<file path="config.mk">
export PLATFORM = sky130hd
export DESIGN_NAME = mastermind_core_flat
export DESIGN_NICKNAME = d
export VERILOG_FILES = /design/src/rtl/game_types_pkg.sv /design/src/rtl/mastermind_core_if.sv /design/src/rtl/mastermind_scorer.sv /design/src/rtl/mastermind_core.sv /design/src/flat_wrapper.sv
export SDC_FILE = /design/constraint.sdc
export NUM_CORES = 1
export LEC_CHECK = 0
export CAP_MARGIN = 20
export CORE_AREA = 2 2 101 103
export DETAILED_ROUTE_END_ITERATION = 10
export DIE_AREA = 0 0 103 105
export GPL_TIMING_DRIVEN = 0
export PLACE_DENSITY_LB_ADDON = 0.2
export SLEW_MARGIN = 20
export SYNTH_ARGS = -nofsm -noshare
export SYNTH_HDL_FRONTEND = slang
export SYNTH_SLANG_ARGS = --single-unit
</file>
<file path="constraint.sdc">
create_clock -name CLOCK_50 -period 7.3 [get_ports CLOCK_50]
set_input_delay 1.46 -clock CLOCK_50 [delete_from_list [all_inputs] [get_ports CLOCK_50]]
set_output_delay 1.46 -clock CLOCK_50 [all_outputs]
set_load 0.02 [all_outputs]
</file>
<file path="src/rtl/game_types_pkg.sv">
// game_types: shared types for the guess-the-code game.
//   digit_t  - one code digit (0..15 encoding, legal range set by DIGIT_MAX)
//   state_t  - game FSM states
//   fold_digit - maps a random nibble into 0..max
package game_types;

   typedef logic [3:0] digit_t;

   typedef enum logic [2:0] {
      S_SET_TARGET = 3'd0,
      S_GUESS      = 3'd1,
      S_SCORE      = 3'd2,
      S_WIN        = 3'd3,
      S_LOSE       = 3'd4
   } state_t;

   // A random nibble above max wraps down by (max+1). max >= 7 means a
   // single subtraction always lands inside the legal range.
   function automatic digit_t fold_digit(input digit_t raw, input digit_t max);
      logic [4:0] lim;
      lim = {1'b0, max} + 5'd1;
      return (raw <= max) ? raw : digit_t'({1'b0, raw} - lim);
   endfunction

endpackage

</file>
<file path="src/rtl/mastermind_core_if.sv">
// mastermind_core_if: player input bundle feeding the game engine.
//   set_pulse - one-cycle confirm pulse
//   alt_pulse - one-cycle alternate pulse (random digit / backspace)
//   sw_val    - encoded switch value, meaningful when sw_valid = 1
//   lfsr_val  - free-running random nibble
// master drives the bundle, slave (the engine) consumes it.
interface mastermind_core_if;
   import game_types::*;

   logic   set_pulse;
   logic   alt_pulse;
   digit_t sw_val;
   logic   sw_valid;
   digit_t lfsr_val;

   modport master (output set_pulse, alt_pulse, sw_val, sw_valid, lfsr_val);
   modport slave  (input  set_pulse, alt_pulse, sw_val, sw_valid, lfsr_val);
endinterface

</file>
<file path="src/rtl/mastermind_scorer.sv">
// mastermind_scorer: sequential Mastermind scoring.
//   clk, reset_n    - clock, async active-low reset
//   start           - one-cycle pulse, digits must be stable from then on
//   target, guess   - registered code and guess digits
//   done            - one-cycle pulse DIGIT_MAX+1 cycles after start
//   exact, part     - score, valid while done is high
// Sweeps v = 0..DIGIT_MAX, summing min(count of v in target, count of v
// in guess); that total minus the exact matches gives the misplaced hits.
module mastermind_scorer
   import game_types::*;
#(
   parameter int NUM_DIGITS = 4,
   parameter int DIGIT_MAX  = 9
) (
   input  logic                              clk,
   input  logic                              reset_n,
   input  logic                              start,
   input  digit_t [NUM_DIGITS-1:0]           target,
   input  digit_t [NUM_DIGITS-1:0]           guess,
   output logic                              done,
   output logic [$clog2(NUM_DIGITS+1)-1:0]   exact,
   output logic [$clog2(NUM_DIGITS+1)-1:0]   part
);
   localparam int CW = $clog2(NUM_DIGITS+1);

   digit_t        v_r;
   logic          busy_r;
   logic [CW-1:0] acc_r;
   logic          done_r;
   logic [CW-1:0] exact_r;
   logic [CW-1:0] part_r;

   logic [CW-1:0] cnt_t_s;
   logic [CW-1:0] cnt_g_s;
   logic [CW-1:0] min_s;
   logic [CW-1:0] exact_s;

   // Per-value occurrence counts, their minimum and the positional matches.
   always_comb begin
      cnt_t_s = '0;
      cnt_g_s = '0;
      exact_s = '0;
      for (int i = 0; i < NUM_DIGITS; i++) begin
         cnt_t_s = cnt_t_s + ((target[i] == v_r)      ? CW'(1) : CW'(0));
         cnt_g_s = cnt_g_s + ((guess[i]  == v_r)      ? CW'(1) : CW'(0));
         exact_s = exact_s + ((guess[i]  == target[i]) ? CW'(1) : CW'(0));
      end
      min_s = (cnt_t_s < cnt_g_s) ? cnt_t_s : cnt_g_s;
   end

   // Value sweep: start consumes v = 0, the last value produces done.
   always_ff @(posedge clk or negedge reset_n) begin
      if (!reset_n) begin
         v_r     <= 4'd0;
         busy_r  <= 1'b0;
         acc_r   <= '0;
         done_r  <= 1'b0;
         exact_r <= '0;
         part_r  <= '0;
      end else begin
         done_r <= 1'b0;
         if (start) begin
            acc_r  <= min_s;
            v_r    <= 4'd1;
            busy_r <= 1'b1;
         end else if (busy_r) begin
            if (v_r == 4'(DIGIT_MAX)) begin
               done_r  <= 1'b1;
               exact_r <= exact_s;
               part_r  <= acc_r + min_s - exact_s;
               busy_r  <= 1'b0;
               v_r     <= 4'd0;
            end else begin
               acc_r <= acc_r + min_s;
               v_r   <= v_r + 4'd1;
            end
         end
      end
   end

   assign done  = done_r;
   assign exact = exact_r;
   assign part  = part_r;
endmodule

</file>
<file path="src/rtl/mastermind_core.sv">
// mastermind_core: guess-the-code game engine.
//   CLOCK_50, reset_n     - clock, async active-low reset
//   bus (slave)           - set/alt pulses, switch value, LFSR nibble
//   state                 - FSM state
//   target, guess         - secret code and current guess
//   is_random             - per-digit flag, digit came from the LFSR
//   cursor                - digit being entered
//   chances               - guesses remaining
//   exact_cnt, part_cnt   - last score
//   blink_on              - square wave toggling every BLINK_DIV cycles
module mastermind_core
   import game_types::*;
#(
   parameter int NUM_DIGITS  = 4,
   parameter int DIGIT_MAX   = 9,
   parameter int MAX_CHANCES = 5,
   parameter int BLINK_DIV   = 25_000_000
) (
   input  logic                                CLOCK_50,
   input  logic                                reset_n,
   mastermind_core_if.slave                    bus,
   output state_t                              state,
   output digit_t [NUM_DIGITS-1:0]             target,
   output digit_t [NUM_DIGITS-1:0]             guess,
   output logic [NUM_DIGITS-1:0]               is_random,
   output logic [$clog2(NUM_DIGITS)-1:0]       cursor,
   output logic [$clog2(MAX_CHANCES+1)-1:0]    chances,
   output logic [$clog2(NUM_DIGITS+1)-1:0]     exact_cnt,
   output logic [$clog2(NUM_DIGITS+1)-1:0]     part_cnt,
   output logic                                blink_on
);
   localparam int CUR_W = $clog2(NUM_DIGITS);
   localparam int CH_W  = $clog2(MAX_CHANCES+1);
   localparam int CNT_W = $clog2(NUM_DIGITS+1);
   localparam int BLK_W = (BLINK_DIV > 1) ? $clog2(BLINK_DIV) : 1;

   state_t                  state_r;
   digit_t [NUM_DIGITS-1:0] target_r;
   digit_t [NUM_DIGITS-1:0] guess_r;
   logic [NUM_DIGITS-1:0]   is_random_r;
   logic [CUR_W-1:0]        cursor_r;
   logic [CH_W-1:0]         chances_r;
   logic [CNT_W-1:0]        exact_cnt_r;
   logic [CNT_W-1:0]        part_cnt_r;
   logic                    start_r;
   logic [BLK_W-1:0]        blink_cnt_r;
   logic                    blink_r;

   logic                    accept_s;
   logic                    last_s;
   logic                    done_s;
   logic [CNT_W-1:0]        exact_s;
   logic [CNT_W-1:0]        part_s;

   assign accept_s = bus.set_pulse && bus.sw_valid && (bus.sw_val <= 4'(DIGIT_MAX));
   assign last_s   = (cursor_r == CUR_W'(NUM_DIGITS-1));

   // start fires the cycle after the final guess digit lands, so the
   // scorer sees the complete registered guess.
   mastermind_scorer #(.NUM_DIGITS(NUM_DIGITS), .DIGIT_MAX(DIGIT_MAX)) u_scorer (
      .clk     (CLOCK_50),
      .reset_n (reset_n),
      .start   (start_r),
      .target  (target_r),
      .guess   (guess_r),
      .done    (done_s),
      .exact   (exact_s),
      .part    (part_s)
   );

   // Game FSM and digit registers; set_pulse is checked before alt_pulse
   // so a simultaneous alt_pulse is dropped.
   always_ff @(posedge CLOCK_50 or negedge reset_n) begin
      if (!reset_n) begin
         state_r     <= S_SET_TARGET;
         target_r    <= '0;
         guess_r     <= '0;
         is_random_r <= '0;
         cursor_r    <= '0;
         chances_r   <= CH_W'(MAX_CHANCES);
         exact_cnt_r <= '0;
         part_cnt_r  <= '0;
         start_r     <= 1'b0;
      end else begin
         start_r <= 1'b0;
         case (state_r)
            S_SET_TARGET: begin
               if (accept_s || bus.alt_pulse) begin
                  target_r[cursor_r]    <= accept_s ? bus.sw_val
                                                    : fold_digit(bus.lfsr_val, 4'(DIGIT_MAX));
                  is_random_r[cursor_r] <= !accept_s;
                  if (last_s) begin
                     state_r   <= S_GUESS;
                     cursor_r  <= '0;
                     chances_r <= CH_W'(MAX_CHANCES);
                     guess_r   <= '0;
                  end else begin
                     cursor_r <= cursor_r + CUR_W'(1);
                  end
               end
            end
            S_GUESS: begin
               if (accept_s) begin
                  guess_r[cursor_r] <= bus.sw_val;
                  if (last_s) begin
                     state_r  <= S_SCORE;
                     cursor_r <= '0;
                     start_r  <= 1'b1;
                  end else begin
                     cursor_r <= cursor_r + CUR_W'(1);
                  end
               end else if (bus.alt_pulse && (cursor_r != '0)) begin
                  cursor_r                     <= cursor_r - CUR_W'(1);
                  guess_r[cursor_r - CUR_W'(1)] <= 4'd0;
               end
            end
            S_SCORE: begin
               if (done_s) begin
                  exact_cnt_r <= exact_s;
                  part_cnt_r  <= part_s;
                  if (exact_s == CNT_W'(NUM_DIGITS)) begin
                     state_r <= S_WIN;
                  end else begin
                     chances_r <= chances_r - CH_W'(1);
                     if (chances_r == CH_W'(1)) begin
                        state_r <= S_LOSE;
                     end else begin
                        state_r  <= S_GUESS;
                        cursor_r <= '0;
                        guess_r  <= '0;
                     end
                  end
               end
            end
            S_WIN, S_LOSE: begin
               if (bus.set_pulse) begin
                  state_r     <= S_SET_TARGET;
                  target_r    <= '0;
                  guess_r     <= '0;
                  is_random_r <= '0;
                  cursor_r    <= '0;
                  chances_r   <= CH_W'(MAX_CHANCES);
                  exact_cnt_r <= '0;
                  part_cnt_r  <= '0;
               end
            end
            default: begin
               state_r <= S_SET_TARGET;
            end
         endcase
      end
   end

   // Blink divider: free-running in every state, toggles on each wrap.
   always_ff @(posedge CLOCK_50 or negedge reset_n) begin
      if (!reset_n) begin
         blink_cnt_r <= '0;
         blink_r     <= 1'b0;
      end else if (blink_cnt_r == BLK_W'(BLINK_DIV-1)) begin
         blink_cnt_r <= '0;
         blink_r     <= !blink_r;
      end else begin
         blink_cnt_r <= blink_cnt_r + BLK_W'(1);
      end
   end

   assign state     = state_r;
   assign target    = target_r;
   assign guess     = guess_r;
   assign is_random = is_random_r;
   assign cursor    = cursor_r;
   assign chances   = chances_r;
   assign exact_cnt = exact_cnt_r;
   assign part_cnt  = part_cnt_r;
   assign blink_on  = blink_r;
endmodule

</file>
<file path="src/flat_wrapper.sv">
// flat-port wrapper written by rule: the top's interface ports become plain ports
module mastermind_core_flat import game_types::*;
#(
   parameter int NUM_DIGITS  = 4,
   parameter int DIGIT_MAX   = 9,
   parameter int MAX_CHANCES = 5,
   parameter int BLINK_DIV   = 25_000_000
)
  (CLOCK_50, reset_n, state, target, guess, is_random, cursor, chances, exact_cnt, part_cnt, blink_on, bus_set_pulse, bus_alt_pulse, bus_sw_val, bus_sw_valid, bus_lfsr_val);
  mastermind_core_if bus_i ();
  input  logic CLOCK_50;
  input  logic reset_n;
  output state_t state;
  output digit_t [NUM_DIGITS-1:0] target;
  output digit_t [NUM_DIGITS-1:0] guess;
  output logic [NUM_DIGITS-1:0] is_random;
  output logic [$clog2(NUM_DIGITS)-1:0] cursor;
  output logic [$clog2(MAX_CHANCES+1)-1:0] chances;
  output logic [$clog2(NUM_DIGITS+1)-1:0] exact_cnt;
  output logic [$clog2(NUM_DIGITS+1)-1:0] part_cnt;
  output logic blink_on;
  input wire logic [$bits(bus_i.set_pulse)-1:0] bus_set_pulse;
  input wire logic [$bits(bus_i.alt_pulse)-1:0] bus_alt_pulse;
  input wire logic [$bits(bus_i.sw_val)-1:0] bus_sw_val;
  input wire logic [$bits(bus_i.sw_valid)-1:0] bus_sw_valid;
  input wire logic [$bits(bus_i.lfsr_val)-1:0] bus_lfsr_val;
  assign bus_i.set_pulse = bus_set_pulse;
  assign bus_i.alt_pulse = bus_alt_pulse;
  assign bus_i.sw_val = bus_sw_val;
  assign bus_i.sw_valid = bus_sw_valid;
  assign bus_i.lfsr_val = bus_lfsr_val;
  mastermind_core #(.NUM_DIGITS(NUM_DIGITS), .DIGIT_MAX(DIGIT_MAX), .MAX_CHANCES(MAX_CHANCES), .BLINK_DIV(BLINK_DIV)) u_core (.CLOCK_50(CLOCK_50), .reset_n(reset_n), .bus(bus_i), .state(state), .target(target), .guess(guess), .is_random(is_random), .cursor(cursor), .chances(chances), .exact_cnt(exact_cnt), .part_cnt(part_cnt), .blink_on(blink_on));
endmodule
</file>
=== Word level (Yosys, flattened, before mapping) ===
Index checks and enable logic that the tools add are counted.

* Add/sub/neg operators: 17
* Order comparisons: 7
* Equal/unequal tests: 31
* Multiplexer cells: 82
* Bitwise operators: 3
* Reductions and logical operators: 24

{| class="wikitable"
|+ Operators by type and width
! cell !! number
|-
| 2-to-1 mux 16 bit || 9
|-
| one-hot mux 16 bit (4 select lines) || 1
|-
| 2-to-1 mux 3 bit || 19
|-
| equality test 4 bit || 12
|-
| 2-to-1 mux 4 bit || 9
|-
| bitwise mux 16 bit || 2
|-
| one-hot mux 16 bit (2 select lines) || 1
|-
| adder 25 x 1 -> 25 bit (second input constant) || 1
|-
| equality test 25 bit (second input constant) || 1
|-
| 2-to-1 mux 25 bit || 1
|-
| 2-to-1 mux 1 bit || 22
|-
| bitwise AND 16 bit || 1
|-
| demux 4 bit (select 2 bit) || 2
|-
| 2-to-1 mux 2 bit || 8
|-
| inverter 16 bit || 1
|-
| one-hot mux 3 bit (2 select lines) || 2
|-
| one-hot mux 3 bit (4 select lines) || 1
|-
| AND reduction 6 bit || 2
|-
| != test 2 x 1 -> 1 bit (second input constant) || 5
|-
| adder 2 x 1 -> 3 bit || 3
|-
| adder 3 x 1 -> 3 bit || 3
|-
| one-hot mux 3 bit (3 select lines) || 1
|-
| AND reduction 3 bit || 3
|-
| <= comparator 4 bit (second input constant) || 2
|-
| other kinds (34) || 52
|}

* Register bits after elaboration: 92
* Input bits: 13
* Logic and storage cells: 187

=== Depth between registers and ports, before layout ===
* Depth after elaboration: 11
* Mapped depth: 20

=== By module ===
From an unflattened synthesis, not the netlist that was laid out.

* Cell total of the unflattened synthesis: 522
* Area, all modules: 5,322.6 sq um

{| class="wikitable"
|+ Modules (own cells, without submodules)
! module !! instances !! cells each !! area each (sq um)
|-
| mastermind_core || 1 || 358 || 3,729.8
|-
| mastermind_scorer || 1 || 164 || 1,592.8
|}

=== Least setup slack after synthesis ===
OpenSTA, ideal clock, no wires.

* Path type: flip-flop to flip-flop
* From: reg u_core.u_scorer.v_r[2]
* To: reg u_core.u_scorer.part_r[2] (netlist: u_core.u_scorer.part[2])
* Setup time: 0.146 ns
* Arrival: 4.921 ns
* Data required time: 7.154 ns
* Setup slack: 2.234 ns
* Stages on the path, launching flop included: 21
* Path buffers: 2
* Cells stage by stage: dfrtp_1 > clkbuf_1 > buf_1 > xor2_1 > nor4_1 > fa_1 > ha_1 > ha_1 > inv_1 > ha_1 > a21o_1 > a21oi_1 > mux2_2 > ha_1 > inv_1 > fa_1 > fa_1 > xnor2_1 > xnor2_1 > xnor2_1 > a21oi_1

* Word-level cells in the longest chain between the ends: 9
* Elaborated cells on any way between the ends: 28

{| class="wikitable"
|+ Ends and longest elaborated chain
! what !! RTL line !! source
|-
| start: declaration || mastermind_scorer.sv:26 || <nowiki>digit_t v_r;</nowiki>
|-
| start signal: assignment || mastermind_scorer.sv:75 || <nowiki>v_r <= v_r + 4'd1;</nowiki>
|-
| equality test 4 bit (on tied branches) || mastermind_scorer.sv:44, mastermind_scorer.sv:45 ||
|-
| 2-to-1 mux 1 bit (on tied branches) || mastermind_scorer.sv:44, mastermind_scorer.sv:45 ||
|-
| adder 1 x 1 -> 2 bit (on tied branches) || mastermind_scorer.sv:44, mastermind_scorer.sv:45 ||
|-
| adder 2 x 1 -> 3 bit (on tied branches) || mastermind_scorer.sv:44, mastermind_scorer.sv:45 ||
|-
| adder 3 x 1 -> 3 bit (on tied branches) || mastermind_scorer.sv:44, mastermind_scorer.sv:45 ||
|-
| less-than comparator 3 bit || mastermind_scorer.sv:48 || <nowiki>min_s = (cnt_t_s < cnt_g_s) ? cnt_t_s : cnt_g_s;</nowiki>
|-
| 2-to-1 mux 3 bit || mastermind_scorer.sv:48 ||
|-
| adder 3 bit || mastermind_scorer.sv:70 || <nowiki>part_r <= acc_r + min_s - exact_s;</nowiki>
|-
| subtractor 3 bit || mastermind_scorer.sv:70 ||
|-
| end signal: assignment || mastermind_scorer.sv:70 ||
|-
| end: declaration || mastermind_scorer.sv:31 || <nowiki>logic [CW-1:0] part_r;</nowiki>
|}

Parallel ways exist; a longest one is shown, timed or not.
A chain may end at the register's enable or synchronous reset.

=== Final worst setup path ===
Same ends and word-level chain as after synthesis.

==> flow_summary.toml <==
[floorplan]
start_util_pct = 54.87
dieArea_sq_mm = 0.01082
dieHeight_um = 105
row_count = 36
design.core.area_sq_mm = 0.009639
io_pins = 64
die_x_um = 103

[hold_path]
hp-class = "reg -> reg"

[power_and_ir_drop]
finalPower_mw = 3.281
ir_worst_vdd_v = 0.0004729
p_leak_nw = 2.934
power_density_mw_per_mm2 = 520.6

[timing]
hold_viol_final = 0
period_needed_ps = 5782
slew_viol_final = 0
fin_crit_sh_pct = 79.20
skew_ps = 14.26
maxSlewHeadroom_pct = 52.43
fmax_mhz = 173.0
rsz0062_at_grt = "false"
worst_pin_slew_ps = 713.6
finalSetupViolations = 0
finalSetupTns_ps = 0

[run_status]
outcome = "complete, no violations"

[worst_setup_path]
worst_path_largest_cell_delay_ps = 550
cp-start-kind = "register"
arrival_ps = 6010
crit_slowest_cell = "buf_1"
worstPathRequired_ps = 7520
path_class = "reg -> reg"
path_common_cell = "ha_1"
crit_path_end_kind = "register"
cp_max_fo = 10
crit_chain = "clkbuf_1 -> buf_1 -> xor2_1 -> nor4_1 -> fa_1 -> ha_1 -> ha_1 -> inv_1 -> ha_1 -> a21o_1 -> a21oi_1 -> mux2_2 -> ha_1 -> inv_1 -> fa_1 -> fa_1 -> xnor2_1 -> xnor2_1 -> xnor2_1 -> a21oi_1"

[route]
drtIter0Drc = 276
viasPerCell = 5.688
wl_um = 12380
drt-wirelength-per-cell_um = 17.15
vias = 4107
drtAntennaViolNets = 0
drcViolationCount = 0
drtPass1Iterations = 5

[logic_synthesis]
yosys_warnings = 0
ys_types = 63
netlist_top_cells_count = "90 x dfrtp_1, 53 x xor2_1, 36 x nor2_1, 33 x nand2_1, 33 x o21ai_0"
yosys_register_bits = 92
syn_inst = 511
synth_area_leader_cell = "dfrtp_1"
syn_nets = 550
ys_seq_area_share_pct = 43.58
async_flop_share_pct = 100.0
synth_edf_count = 0
synth.top_cell.area_share_pct = 42.58
synth.avg_cell_area_sq_um = 10.35
synth_most_common_cell = "dfrtp_1"
synth_top_flop_cell = "dfrtp_1"
yosys-top-cells-area = "dfrtp_1 43%, xor2_1 8.8%, ha_1 5.0%, xnor2_1 3.8%, o21ai_0 3.1%"
syn_area_sq_mm = 0.005289

[final_layout]
instances_no_fill = 722
n_fill_cell = 771
area.growth.synth_to_final_pct = 19.16
drive_gt1_share_pct = 8.998
nets = 624
antennaDiodeCount = 0

[placement]
portBuffers = 62
place_congestion = 0.8731
hpwl_um = 9345
numPlacedInstances = 707

[global_route]
grt_pass1_wl_um = 20590
grt_usage_pct = 24.40
grt_overflow_total = 0
antenna_found_initial = 0
grt_max_degree = 84
first_global_vias = 4092

[clock_network]
clk_path_buf_depth = 2
cts_setup_buffers = 0
clk_pin_slew_ps = 100
cts_tree = "built"
cts_made_buffers = 9
cts.htree.levels = 3
clock_latency_ps = 360
clkSinkCount = 92
clockRootBuffer = "clkbuf_8"
cts_resized = 0
cts_hold_repair.buffers = 0

[run]
max-cap-violations = 0
[cell type report]
cell class | count | area (sq um) | share of cell area [%]
clock buffer | 10 | 137.6 | 2.184
buffer | 18 | 93.84 | 1.489
clock inverter | 5 | 60.06 | 0.9529
timing repair buffer | 63 | 649.4 | 10.30
sequential | 92 | 2305 | 36.57
multi-input combinational | 377 | 2800 | 44.43
inverter | 24 | 90.09 | 1.429
tap | 133 | 166.4 | 2.640
[registers in the layout (all words and copies together), names as in the netlist, 2 cells and up]
register and count:
u_core.part_cnt 3, u_core.blink_cnt_r 25, u_core.u_scorer.acc_r 3, u_core.chances 3, u_core.u_scorer.v_r 4, u_core.exact_cnt 3, u_core.state 3, u_core.guess 16
u_core.target 16, u_core.u_scorer.part 3, u_core.cursor 2, u_core.is_random 4, u_core.u_scorer.exact 3
[stage by stage]
step                worst slack, ps  hold WS, ps  cell area (sq um)  utilization [%]
global placement               1441        455.3               6076            63.03
global route                   1205        495.0               6302            65.38
detailed placement             1600        459.4               6105            63.33
finish                         1518        480.5               6302            65.38
floorplan                      2234        449.8               5289                -
CTS                            1573        480.0               6302            65.38
[kinds of logic after synthesis]
group | after synthesis | synth area share [%]
buffers and inverters | 42 | 3.478
multiplexers | 13 | 2.673
AO/OA/AOI/OAI | 104 | 13.82
AND/OR/NAND/NOR | 158 | 17.01
adder cells (fa/ha/maj) | 26 | 6.861
XOR/XNOR | 76 | 12.59
flip-flops | 92 | 43.58
[worst max-delay path, delay by kind of cell (launching register included)]
kind | cells | cell delay, ps
adders and majority gates | 7 | 2390
buffers and inverters | 4 | 980
xor gates and xnor gates | 4 | 610
AOI/OAI and AO/OA | 3 | 480
and+or+nand+nor | 1 | 450
muxes | 1 | 390
DFF | 1 | 330
[layer usage]
metal | vias up | track usage [%] | wire (um)
met4 | 0 | 8.459 | 239
met5 | - | 0 | 0
met1 | 2022 | 34.98 | 5770
li1 | 1959 | - | -
met2 | 103 | 37.94 | 5872
met3 | 23 | 3.211 | 499
[placed cells by master (no fill, tap or decap), drive strengths merged, types with 2 or more instances in the layout]
| cell type | netlist | routed |
|---|---|---|
| o2bb2ai | 17 | 17 |
| mux2i | 4 | 4 |
| nor2b | 3 | 3 |
| fa | 5 | 5 |
| nor2 | 37 | 37 |
| o21ai | 35 | 35 |
| nand3 | 29 | 29 |
| dfrtp | 90 | 90 |
| nand4 | 12 | 12 |
| and4 | 2 | 2 |
| nor3b | 4 | 4 |
| clkinv | 0 | 2 |
| nand2b | 4 | 4 |
| a22o | 4 | 4 |
| a21o | 3 | 3 |
| mux2 | 9 | 9 |
| ha | 21 | 21 |
| nand2 | 33 | 33 |
| buf | 10 | 12 |
| a21boi | 2 | 2 |
| o21bai | 3 | 3 |
| nor4 | 12 | 12 |
| o21a | 2 | 2 |
| a21oi | 17 | 17 |
| inv | 24 | 25 |
| o211ai | 8 | 8 |
| nand3b | 3 | 3 |
| clkbuf | 8 | 18 |
| clkdlybuf4s50 | 0 | 61 |
| nor3 | 5 | 5 |
| xor2 | 53 | 53 |
| a211oi | 4 | 4 |
| or2 | 2 | 2 |
| dfstp | 2 | 2 |
| xnor2 | 23 | 23 |
| and3 | 5 | 5 |
[power by group]
group / total [mW] / switching, mW / internal (mW)
sequential: 0.844 / 0.186 / 0.658
clock: 0.352 / 0.185 / 0.167
combinational: 2.08 / 1.07 / 1.01
[worst paths after layout]
kind / from / endpoint / slack [ps] / cells after the start
worst max-delay path: u_core.u_scorer.v_r[2]$_DFFE_PN0P_ / u_core.u_scorer.part[2]$_DFFE_PN0P_ / 1520 / 20
max in group asynchronous: reset_n / u_core.chances[2]$_DFFE_PN1P_ / 5790 / 2
worst max register to register: u_core.u_scorer.v_r[2]$_DFFE_PN0P_ / u_core.u_scorer.part[2]$_DFFE_PN0P_ / 1520 / 20
worst min-delay path: u_core.blink_on$_DFFE_PN0N_ / u_core.blink_on$_DFFE_PN0N_ / 480 / 1
worst min register to register: u_core.blink_on$_DFFE_PN0N_ / u_core.blink_on$_DFFE_PN0N_ / 480 / 1
min in group asynchronous: reset_n / u_core.u_scorer.part[1]$_DFFE_PN0P_ / 890 / 1
Power figures use the tool's default switching activity.
